File: src/rtl/ext_alu_wb_sched_if.sv
// rtl/ext_alu_wb_sched_if.sv - ID, ext-ALU and RF write-port signals of the ext-ALU write-back scheduler
//
// slave modport  : scheduler side
// master modport : environment side (ID stage, ext ALU, normal write-back, RF)
// Signals: issue_vld/issue_dst, id_src1_vld/id_src1, id_src2_vld/id_src2, id_we/id_dst,
//          stall_ID, ext_start, ext_done/ext_result, pipe_we/pipe_addr/pipe_data,
//          rf_we/rf_w_addr/rf_w_data, busy, err
interface ext_alu_wb_sched_if #(
    parameter int DATA_W = 32,
    parameter int REG_W  = 4
);
    logic              issue_vld;
    logic [REG_W-1:0]  issue_dst;
    logic              id_src1_vld;
    logic [REG_W-1:0]  id_src1;
    logic              id_src2_vld;
    logic [REG_W-1:0]  id_src2;
    logic              id_we;
    logic [REG_W-1:0]  id_dst;
    logic              stall_ID;
    logic              ext_start;
    logic              ext_done;
    logic [DATA_W-1:0] ext_result;
    logic              pipe_we;
    logic [REG_W-1:0]  pipe_addr;
    logic [DATA_W-1:0] pipe_data;
    logic              rf_we;
    logic [REG_W-1:0]  rf_w_addr;
    logic [DATA_W-1:0] rf_w_data;
    logic              busy;
    logic              err;

    modport slave (
        input  issue_vld, issue_dst, id_src1_vld, id_src1, id_src2_vld, id_src2,
               id_we, id_dst, ext_done, ext_result, pipe_we, pipe_addr, pipe_data,
        output stall_ID, ext_start, rf_we, rf_w_addr, rf_w_data, busy, err
    );

    modport master (
        output issue_vld, issue_dst, id_src1_vld, id_src1, id_src2_vld, id_src2,
               id_we, id_dst, ext_done, ext_result, pipe_we, pipe_addr, pipe_data,
        input  stall_ID, ext_start, rf_we, rf_w_addr, rf_w_data, busy, err
    );
endinterface

File: src/rtl/ext_alu_wb_sched.sv
// rtl/ext_alu_wb_sched.sv - RF write-port scheduler and ID hazard stall for the in-order external ALU
//
// Ports: clk, rst_n (async, active-low), bus (ext_alu_wb_sched_if.slave).
// Tag FIFO holds destinations of ops waiting for ext_done; result FIFO holds finished
// {addr, data} waiting for an RF port cycle left idle by the normal write-back.
module ext_alu_wb_sched #(
    parameter int DATA_W = 32,
    parameter int REG_W  = 4,
    parameter int DEPTH  = 2
) (
    input  logic               clk,
    input  logic               rst_n,
    ext_alu_wb_sched_if.slave  bus
);
    // Storage is at least two slots so the index is never zero bits wide; occupancy
    // is still limited to DEPTH by the capacity check.
    localparam int AW = (DEPTH > 1) ? $clog2(DEPTH) : 1;
    localparam int SZ = 1 << AW;

    logic [REG_W-1:0]  t_mem  [SZ];
    logic [REG_W-1:0]  r_addr [SZ];
    logic [DATA_W-1:0] r_data [SZ];
    logic [AW:0]       t_wr, t_rd, r_wr, r_rd;
    logic [AW:0]       t_cnt, r_cnt;
    logic [AW+1:0]     n_out;

    logic              ext_start_q, err_q;
    logic              stall, issue_acc, done_ok, r_pop;

    assign t_cnt = t_wr - t_rd;
    assign r_cnt = r_wr - r_rd;
    assign n_out = {1'b0, t_cnt} + {1'b0, r_cnt};

    // Flattened view of every outstanding destination, oldest first per FIFO.
    logic [2*SZ-1:0]   ent_vld;
    logic [REG_W-1:0]  ent_addr [2*SZ];

    always_comb begin
        for (int k = 0; k < SZ; k++) begin
            ent_vld[k]       = (AW+1)'(k) < t_cnt;
            ent_addr[k]      = t_mem[t_rd[AW-1:0] + AW'(k)];
            ent_vld[SZ+k]    = (AW+1)'(k) < r_cnt;
            ent_addr[SZ+k]   = r_addr[r_rd[AW-1:0] + AW'(k)];
        end
    end

    // Entries leaving this cycle still match: costs at most one extra stall cycle
    // but keeps the compare off the pop/write-port logic.
    logic src1_hit, src2_hit, iss_hit, dst_hit;

    always_comb begin
        src1_hit = 1'b0;
        src2_hit = 1'b0;
        iss_hit  = 1'b0;
        dst_hit  = 1'b0;
        for (int k = 0; k < 2*SZ; k++) begin
            if (ent_vld[k]) begin
                if (ent_addr[k] == bus.id_src1)   src1_hit = 1'b1;
                if (ent_addr[k] == bus.id_src2)   src2_hit = 1'b1;
                if (ent_addr[k] == bus.issue_dst) iss_hit  = 1'b1;
                if (ent_addr[k] == bus.id_dst)    dst_hit  = 1'b1;
            end
        end
    end

    assign stall = (bus.issue_vld   && (n_out == (AW+2)'(DEPTH)))
                 || (bus.id_src1_vld && src1_hit)
                 || (bus.id_src2_vld && src2_hit)
                 || (bus.issue_vld   && iss_hit)
                 || (bus.id_we       && dst_hit);

    assign issue_acc = bus.issue_vld && !stall;
    assign done_ok   = bus.ext_done && (t_cnt != '0);
    assign r_pop     = !bus.pipe_we && (r_cnt != '0);

    always_ff @(posedge clk or negedge rst_n) begin
        if (!rst_n) begin
            t_wr        <= '0;
            t_rd        <= '0;
            r_wr        <= '0;
            r_rd        <= '0;
            ext_start_q <= 1'b0;
            err_q       <= 1'b0;
        end else begin
            if (issue_acc) t_wr <= t_wr + 1'b1;
            if (done_ok) begin
                t_rd <= t_rd + 1'b1;
                r_wr <= r_wr + 1'b1;
            end
            if (r_pop) r_rd <= r_rd + 1'b1;
            // The op reaches EX the cycle after it leaves ID.
            ext_start_q <= issue_acc;
            if (bus.ext_done && (t_cnt == '0)) err_q <= 1'b1;
        end
    end

    // Payload storage needs no reset: pointers define what is valid.
    always_ff @(posedge clk) begin
        if (issue_acc) t_mem[t_wr[AW-1:0]] <= bus.issue_dst;
        if (done_ok) begin
            r_addr[r_wr[AW-1:0]] <= t_mem[t_rd[AW-1:0]];
            r_data[r_wr[AW-1:0]] <= bus.ext_result;
        end
    end

    // Normal write-back always owns the port; buffered results fill the gaps.
    always_comb begin
        bus.rf_we     = 1'b0;
        bus.rf_w_addr = '0;
        bus.rf_w_data = '0;
        if (bus.pipe_we) begin
            bus.rf_we     = 1'b1;
            bus.rf_w_addr = bus.pipe_addr;
            bus.rf_w_data = bus.pipe_data;
        end else if (r_cnt != '0) begin
            bus.rf_we     = 1'b1;
            bus.rf_w_addr = r_addr[r_rd[AW-1:0]];
            bus.rf_w_data = r_data[r_rd[AW-1:0]];
        end
    end

    assign bus.stall_ID  = stall;
    assign bus.ext_start = ext_start_q;
    assign bus.busy      = (n_out != '0);
    assign bus.err       = err_q;
endmodule

File: src/flat_wrapper.sv
// flat-port wrapper written by rule: the top's interface ports become plain ports
module ext_alu_wb_sched_flat 
#(
    parameter int DATA_W = 32,
    parameter int REG_W  = 4,
    parameter int DEPTH  = 2
)
  (clk, rst_n, bus_issue_vld, bus_issue_dst, bus_id_src1_vld, bus_id_src1, bus_id_src2_vld, bus_id_src2, bus_id_we, bus_id_dst, bus_ext_done, bus_ext_result, bus_pipe_we, bus_pipe_addr, bus_pipe_data, bus_stall_ID, bus_ext_start, bus_rf_we, bus_rf_w_addr, bus_rf_w_data, bus_busy, bus_err);
  ext_alu_wb_sched_if #(.DATA_W(DATA_W), .REG_W(REG_W)) bus_i ();
  input  logic clk;
  input  logic rst_n;
  input wire logic [$bits(bus_i.issue_vld)-1:0] bus_issue_vld;
  input wire logic [$bits(bus_i.issue_dst)-1:0] bus_issue_dst;
  input wire logic [$bits(bus_i.id_src1_vld)-1:0] bus_id_src1_vld;
  input wire logic [$bits(bus_i.id_src1)-1:0] bus_id_src1;
  input wire logic [$bits(bus_i.id_src2_vld)-1:0] bus_id_src2_vld;
  input wire logic [$bits(bus_i.id_src2)-1:0] bus_id_src2;
  input wire logic [$bits(bus_i.id_we)-1:0] bus_id_we;
  input wire logic [$bits(bus_i.id_dst)-1:0] bus_id_dst;
  input wire logic [$bits(bus_i.ext_done)-1:0] bus_ext_done;
  input wire logic [$bits(bus_i.ext_result)-1:0] bus_ext_result;
  input wire logic [$bits(bus_i.pipe_we)-1:0] bus_pipe_we;
  input wire logic [$bits(bus_i.pipe_addr)-1:0] bus_pipe_addr;
  input wire logic [$bits(bus_i.pipe_data)-1:0] bus_pipe_data;
  output wire logic [$bits(bus_i.stall_ID)-1:0] bus_stall_ID;
  output wire logic [$bits(bus_i.ext_start)-1:0] bus_ext_start;
  output wire logic [$bits(bus_i.rf_we)-1:0] bus_rf_we;
  output wire logic [$bits(bus_i.rf_w_addr)-1:0] bus_rf_w_addr;
  output wire logic [$bits(bus_i.rf_w_data)-1:0] bus_rf_w_data;
  output wire logic [$bits(bus_i.busy)-1:0] bus_busy;
  output wire logic [$bits(bus_i.err)-1:0] bus_err;
  assign bus_i.issue_vld = bus_issue_vld;
  assign bus_i.issue_dst = bus_issue_dst;
  assign bus_i.id_src1_vld = bus_id_src1_vld;
  assign bus_i.id_src1 = bus_id_src1;
  assign bus_i.id_src2_vld = bus_id_src2_vld;
  assign bus_i.id_src2 = bus_id_src2;
  assign bus_i.id_we = bus_id_we;
  assign bus_i.id_dst = bus_id_dst;
  assign bus_i.ext_done = bus_ext_done;
  assign bus_i.ext_result = bus_ext_result;
  assign bus_i.pipe_we = bus_pipe_we;
  assign bus_i.pipe_addr = bus_pipe_addr;
  assign bus_i.pipe_data = bus_pipe_data;
  assign bus_stall_ID = bus_i.stall_ID;
  assign bus_ext_start = bus_i.ext_start;
  assign bus_rf_we = bus_i.rf_we;
  assign bus_rf_w_addr = bus_i.rf_w_addr;
  assign bus_rf_w_data = bus_i.rf_w_data;
  assign bus_busy = bus_i.busy;
  assign bus_err = bus_i.err;
  ext_alu_wb_sched #(.DATA_W(DATA_W), .REG_W(REG_W), .DEPTH(DEPTH)) u_core (.clk(clk), .rst_n(rst_n), .bus(bus_i));
endmodule
File: config.mk
export PLATFORM = sky130hd
export DESIGN_NAME = ext_alu_wb_sched_flat
export DESIGN_NICKNAME = d
export VERILOG_FILES = /design/src/rtl/ext_alu_wb_sched_if.sv /design/src/rtl/ext_alu_wb_sched.sv /design/src/flat_wrapper.sv
export SDC_FILE = /design/constraint.sdc
export NUM_CORES = 1
export LEC_CHECK = 0
export ABC_AREA = 1
export CAP_MARGIN = 10
export CORE_ASPECT_RATIO = 0.75
export CORE_MARGIN = 1
export CORE_UTILIZATION = 45
export DETAILED_ROUTE_END_ITERATION = 6
export PLACE_DENSITY_LB_ADDON = 0.15
export SLEW_MARGIN = 20
export SYNTH_ARGS = -nofsm -noshare
export SYNTH_HDL_FRONTEND = slang
export SYNTH_SLANG_ARGS = --single-unit
File: constraint.sdc
create_clock -name clk -period 3.7 [get_ports clk]
set_clock_uncertainty 0.15 [all_clocks]
set_input_delay 0.74 -clock clk [delete_from_list [all_inputs] [get_ports clk]]
set_output_delay 0.74 -clock clk [all_outputs]
set_load 0.005 [all_outputs]
==> results of run 1 <==
[kinds of logic after synthesis]
| kind of cell | count (synthesis) | share of synthesized area, % |
|---|---|---|
| compound gates | 46 | 4.91 |
| buf+inv | 56 | 4.77 |
| fa+ha+maj | 4 | 1.10 |
| xor+xnor | 25 | 4.33 |
| simple gates | 317 | 28.0 |
| mux | 32 | 6.13 |
| flops | 90 | 50.8 |
[state kept, by name, indices dropped and copies added, names as in the netlist]
register and cells:
u_core.bus.err 1, u_core.bus.ext_start 1, u_core.r_addr 8, u_core.r_data 64, u_core.r_rd 2, u_core.r_wr 2
u_core.t_mem 8, u_core.t_rd 2, u_core.t_wr 2
[power by group through the flow]
stage | Clock, mW | Combinational, mW | Sequential [mW]
finish | 0.932 | 3.40 | 1.68
global route | 0.987 | 3.73 | 1.71
CTS | 0.950 | 3.37 | 1.68
detailed placement | 0 | 3.26 | 1.70
global placement | 0 | 3.22 | 1.68
floorplan | 0 | 2.07 | 1.68
[layout by cell type (no fill, tap or decap), types with 3 or more instances in the layout]
cell type / count
clkbuf_16: 9
nand3_1: 48
mux2i_1: 32
nand2_4: 14
xor2_1: 24
edfxtp_1: 80
nor2_1: 37
a21oi_1: 6
nand2_2: 23
inv_1: 36
clkdlybuf4s50_1: 131
a22o_1: 3
nand2_1: 180
nand3b_1: 4
inv_6: 4
buf_4: 16
nor2_4: 4
o21ai_1: 18
dfrtp_1: 9
inv_2: 3
o21ai_0: 17
[final timing paths]
path,startpoint,cells past startpoint,to,slack (ns)
setup reg to reg,u_core.r_wr[0],15,u_core.t_mem[1][1],0.65
min in group asynchronous,rst_n,1,u_core.t_rd[1],0.56
max in group asynchronous,rst_n,1,u_core.r_rd[0],2.50
hold reg to reg,u_core.r_wr[1],1,u_core.r_wr[1],0.34
setup / recovery,u_core.r_wr[0],16,bus_stall_ID,0.17
hold / removal,u_core.r_wr[1],1,u_core.r_wr[1],0.34
[final cells by class]
class                           count  area, sq um
Multi-Input combinational cell    424         2370
Fill cell                         933         3980
Sequential cell                    90         2650
Tap cell                          140          175
Inverter                           42          170
Clock buffer                        9          225
Timing Repair Buffer              149         1450
Clock inverter                      7         76.3
[metal layers]
layer	wire [um]	vias to the layer above	track usage (%)
met4	176	0	6.53
met1	6510	2102	32.4
met3	1000	14	5.61
li1	-	2195	-
met2	6330	174	39.5
met5	0	-	0
[metrics by stage]
stage / power [mW] / cells
3_3_place_gp: 4.90 / 841
3_5_place_dp: 4.96 / 841
6_report: 6.01 / 861
2_1_floorplan: 3.75 / 570
5_1_grt: 6.43 / 861
4_1_cts: 6.00 / 861
[worst max-delay path: stages, from the launching register on]
cell and delay, ns:
dfrtp_1 0.40, inv_2 0.09, ha_4 0.13, inv_1 0.03, nand2_1 0.06, nand2_1 0.05
nand2_1 0.05, nand2_1 0.08, fa_1 0.56, nor2_1 0.05, nand2_1 0.08, nand2_1 0.07
nor2_2 0.12, nor2_2 0.07, nor2_4 0.14, nand2_1 0.06, dlygate4sd2_1 0.26
[what timing repair did]
action                                  in CTS  in global routing
setup buffers                                4                  0
gates resized for setup                      8                 10
pin swaps                                    4                  0
endpoints found under the setup margin      37                 33
==> results_dict.tcl, run 1 <==
set metrics [dict create \
    dp_hpwl_mm 10.6 \
    drtPass1Iterations 5 \
    worst-slew-pin-transition_ns 0.532 \
    rows 33 \
    synth-async-reset-ratio_pct 11.1 \
    status "completed" \
    finalCritPeriodShare_pct 95.5 \
    design_area_sq_um 7120 \
    synth.yosys.warnings 0 \
    rsz0062_at_grt "false" \
    p_clk_share_pct 15.5 \
    overflow 0 \
    timing.final.ws_setup_ns 0.165 \
    hold_ws_ns 0.337 \
    pre_cts_ws_ns 0.0164 \
    synth_fp_nets 666 \
    fmax_ghz 0.283 \
    grt_pass1_wl_mm 21.7 \
    cts_tree "done" \
    crit_type "reg -> out" \
    cts_buffers 9 \
    drive_above_1_share_pct 12.5 \
    io_buffer_count 132 \
    cts_root_buf "clkbuf_16" \
    max-vdd-ir-drop_v 0.000576 \
    antenna_found_initial 0 \
    final.setup.tns_ns 0 \
    start_kind "flop" \
    wl_per_cell_um 16.3 \
    ys_types 31 \
    ios 133 \
    grt_usage_pct 24.2 \
    die-area_sq_um 12100 \
    grt_pass1_vias 4210 \
    synth_edf_count 80 \
    clock_sinks 90 \
    yosys_register_bits 90 \
    power_leakage_nw 3.12 \
    power_density_nw_per_um2 844 \
    p_int_mw 3.44 \
    nNetsFinal 812 \
    core_area_sq_um 11100 \
    worst-path-max-fanout 3 \
    p_sw_share_pct 42.9 \
    start_util_pct 47.0 \
    post-synth-top-count-cell "nand2_1" \
    drt-total-wl_mm 14.0 \
    synthFlopType "edfxtp_1" \
    cp-end-kind "output port" \
    comb_power_share_pct 56.6 \
    cp.required_ns 2.81 \
    clock_latency_ns 0.34 \
    synth_common_cells "nand2_1, edfxtp_1, nand3_1" \
    vias 4485 \
    syn_area_sq_um 5230 \
    slew-limit-headroom_pct 64.4 \
    ant_nets 0 \
    min_path_type "reg -> reg" \
    place.gp.congestion 0.895 \
    route.detailed.drc 0 \
    die_h_um 95.3 \
    final_core_util_pct 64.1 \
    n_antenna_cell 0 \
    grt_max_degree 37 \
    hold_buffers 0 \
    area_delta_synth_final_pct 36.3 \
    finalSetupViolations 0 \
    fin_crit_ns 3.53 \
    yosys.area.top_type_share_pct 46.0 \
    clk_pin_slew_ns 0.07 \
    yosys.area.top_type "edfxtp_1" \
    clock_path_buffers 2 \
    hold_viol 0 \
    p_sw_mw 2.58 \
    yosysSeqAreaShare_pct 50.8 \
    max_cap_violations 0 \
    syn_inst 570 \
    vias_per_cell 5.21 \
    crit_arrival_ns 2.64 \
    drv_slew 0 \
    cts-htree-levels 3 \
    ys_top_cells_by_area "edfxtp_1, nand2_1, mux2i_1" \
    avgSynthCellArea_sq_um 9.17 \
    seqPwrFrac_pct 27.9 \
    drt_iter0_markers 337 \
    place_area_sq_um 6750 \
    die_w_um 126 \
]
(Power assumes the default switching activity.)
==> run 2: changes to the inputs <==
==> constraint.sdc (replaced) <==
create_clock -name clk -period 3.7 [get_ports clk]
set_clock_uncertainty 0.15 [all_clocks]
set_input_delay 0.555 -clock clk [delete_from_list [all_inputs] [get_ports clk]]
set_output_delay 0.555 -clock clk [all_outputs]
set_load 0.005 [all_outputs]
==> results_dict.tcl, run 2 (synthesis gave the netlist of run 1 again) <==
set metrics [dict create \
    die_w_um 126 \
    start_util_pct 47.0 \
    final.setup.tns_ns 0 \
    place_area_sq_um 6720 \
    drt_iter0_markers 302 \
    grt_usage_pct 23.7 \
    io_buffer_count 132 \
    die_h_um 95.3 \
    max_cap_violations 0 \
    drv_slew 0 \
    worst-slew-pin-transition_ns 0.545 \
    worst-path-max-fanout 33 \
    final_common_cell "nand2_1" \
    finalSetupViolations 0 \
    crit_arrival_ns 2.67 \
    n_antenna_cell 0 \
    power_leakage_nw 3.08 \
    antenna_found_initial 0 \
    drive_above_1_share_pct 11.2 \
    slew-limit-headroom_pct 63.5 \
    vias_per_cell 5.03 \
    wl_per_cell_um 15.9 \
    grt_max_degree 38 \
    layout_common_cells "nand2_1, clkdlybuf4s50_1, edfxtp_1" \
    route.detailed.drc 0 \
    min_path_type "reg -> reg" \
    cts-htree-levels 3 \
    hold_viol 0 \
    cts_root_buf "clkbuf_16" \
    ant_nets 0 \
    drt-total-wl_mm 13.6 \
    finalCritPeriodShare_pct 91.2 \
    cp-end-kind "output port" \
    rsz0062_at_grt "false" \
    power_density_nw_per_um2 829 \
    fmax_ghz 0.296 \
    dp_hpwl_mm 10.2 \
    vias 4288 \
    clock_latency_ns 0.34 \
    max-vdd-ir-drop_v 0.000617 \
    clock_sinks 90 \
    cts_tree "done" \
    design_area_sq_um 7040 \
    grt_pass1_wl_mm 21.3 \
    clk_pin_slew_ns 0.07 \
    overflow 0 \
    fin_crit_ns 3.37 \
    cp.required_ns 2.99 \
    core_area_sq_um 11100 \
    cts_buffers 9 \
    fillerInstances 930 \
    drtPass1Iterations 5 \
    hold_ws_ns 0.338 \
    rows 33 \
    ios 133 \
    clock_path_buffers 2 \
    place.gp.congestion 0.892 \
    grt_pass1_vias 4152 \
    nNetsFinal 803 \
    status "completed" \
    crit_type "reg -> out" \
    largest_reg_flops 64 \
    die-area_sq_um 12100 \
    start_kind "flop" \
    area_delta_synth_final_pct 34.8 \
]
==> run 2: area by class of cell <==
type,instances,area [sq um],area share (%)
clock inverter,6,65.1,0.924
clock buffer,10,229,3.25
multi-input combinational,424,2360,33.5
inverter,42,165,2.34
timing repair buffer,140,1400,19.8
sequential,90,2650,37.7
tap,140,175,2.49
==> run 2: final timing paths <==
kind	startpoint	endpoint	slack, ns	cells after the start
min	u_core.bus.err	u_core.bus.err	0.34	1
max	u_core.r_wr[0]	bus_rf_w_data[13]	0.33	13
min reg2reg	u_core.bus.err	u_core.bus.err	0.34	1
min in group asynchronous	rst_n	u_core.bus.ext_start	0.38	1
max reg2reg	u_core.t_rd[0]	u_core.t_mem[1][0]	0.63	14
max in group asynchronous	rst_n	u_core.r_rd[0]	2.69	1
==> run 2: power by group <==
group	switching [mW]	internal, mW
Combinational	1.96	1.30
Sequential	0.143	1.53
Clock	0.389	0.526
Total	2.49	3.35
==> run 2: stage by stage <==
| stage | utilization (%) | worst slack (ns) | total power [mW] | cells |
|---|---|---|---|---|
| after detailed placement | 60.5 | 0.259 | 4.86 | 835 |
| after global placement | 60.5 | 0.330 | 4.81 | 835 |
| after CTS | 63.3 | 0.0101 | 5.84 | 852 |
| after floorplan | - | 0.375 | 3.75 | 570 |
| after global routing | 63.4 | 0.0712 | 6.28 | 852 |
| final | 63.4 | 0.325 | 5.84 | 852 |
==> run 2: repair_timing <==
action / CTS / global route
setup endpoints to repair: 27 / 34
hold buffers: 0 / 0
buffers inserted: 1 / 0
pin swaps: 0 / 1
gates resized for setup: 4 / 9
hold endpoints to repair: 0 / 0
==> run 2: worst max-delay path, cell delays in order, from the launching register on <==
cell and delay [ns]:
dfrtp_1 0.39, inv_2 0.09, ha_1 0.17, inv_1 0.05
nand2_1 0.07, nand2_1 0.06, nand2_1 0.09, nand2_4 0.09
nand2_2 0.12, inv_1 0.08, nor2_4 0.19, inv_4 0.17
o21ai_0 0.21, clkdlybuf4s50_1 0.54
==> run 2: layer usage <==
layer / up-vias / GRT usage [%] / part of all wire (%)
li1: 2171 / - / -
met1: 1988 / 33.8 / 50
met2: 121 / 36.7 / 44
met3: 8 / 5.11 / 5.5
met4: 0 / 6.33 / 0.63
met5: - / 0 / 0
==> run 3: changes to the inputs <==
--- a/config.mk
+++ b/config.mk
@@ -10,6 +10,7 @@
 export CORE_ASPECT_RATIO = 0.75
 export CORE_MARGIN = 1
 export CORE_UTILIZATION = 45
+export CTS_CLUSTER_DIAMETER = 150
 export DETAILED_ROUTE_END_ITERATION = 6
 export PLACE_DENSITY_LB_ADDON = 0.15
 export SLEW_MARGIN = 20
==> results of run 3 <==
Same layout as run 2: the final DEF is identical, and so are final timing and power.
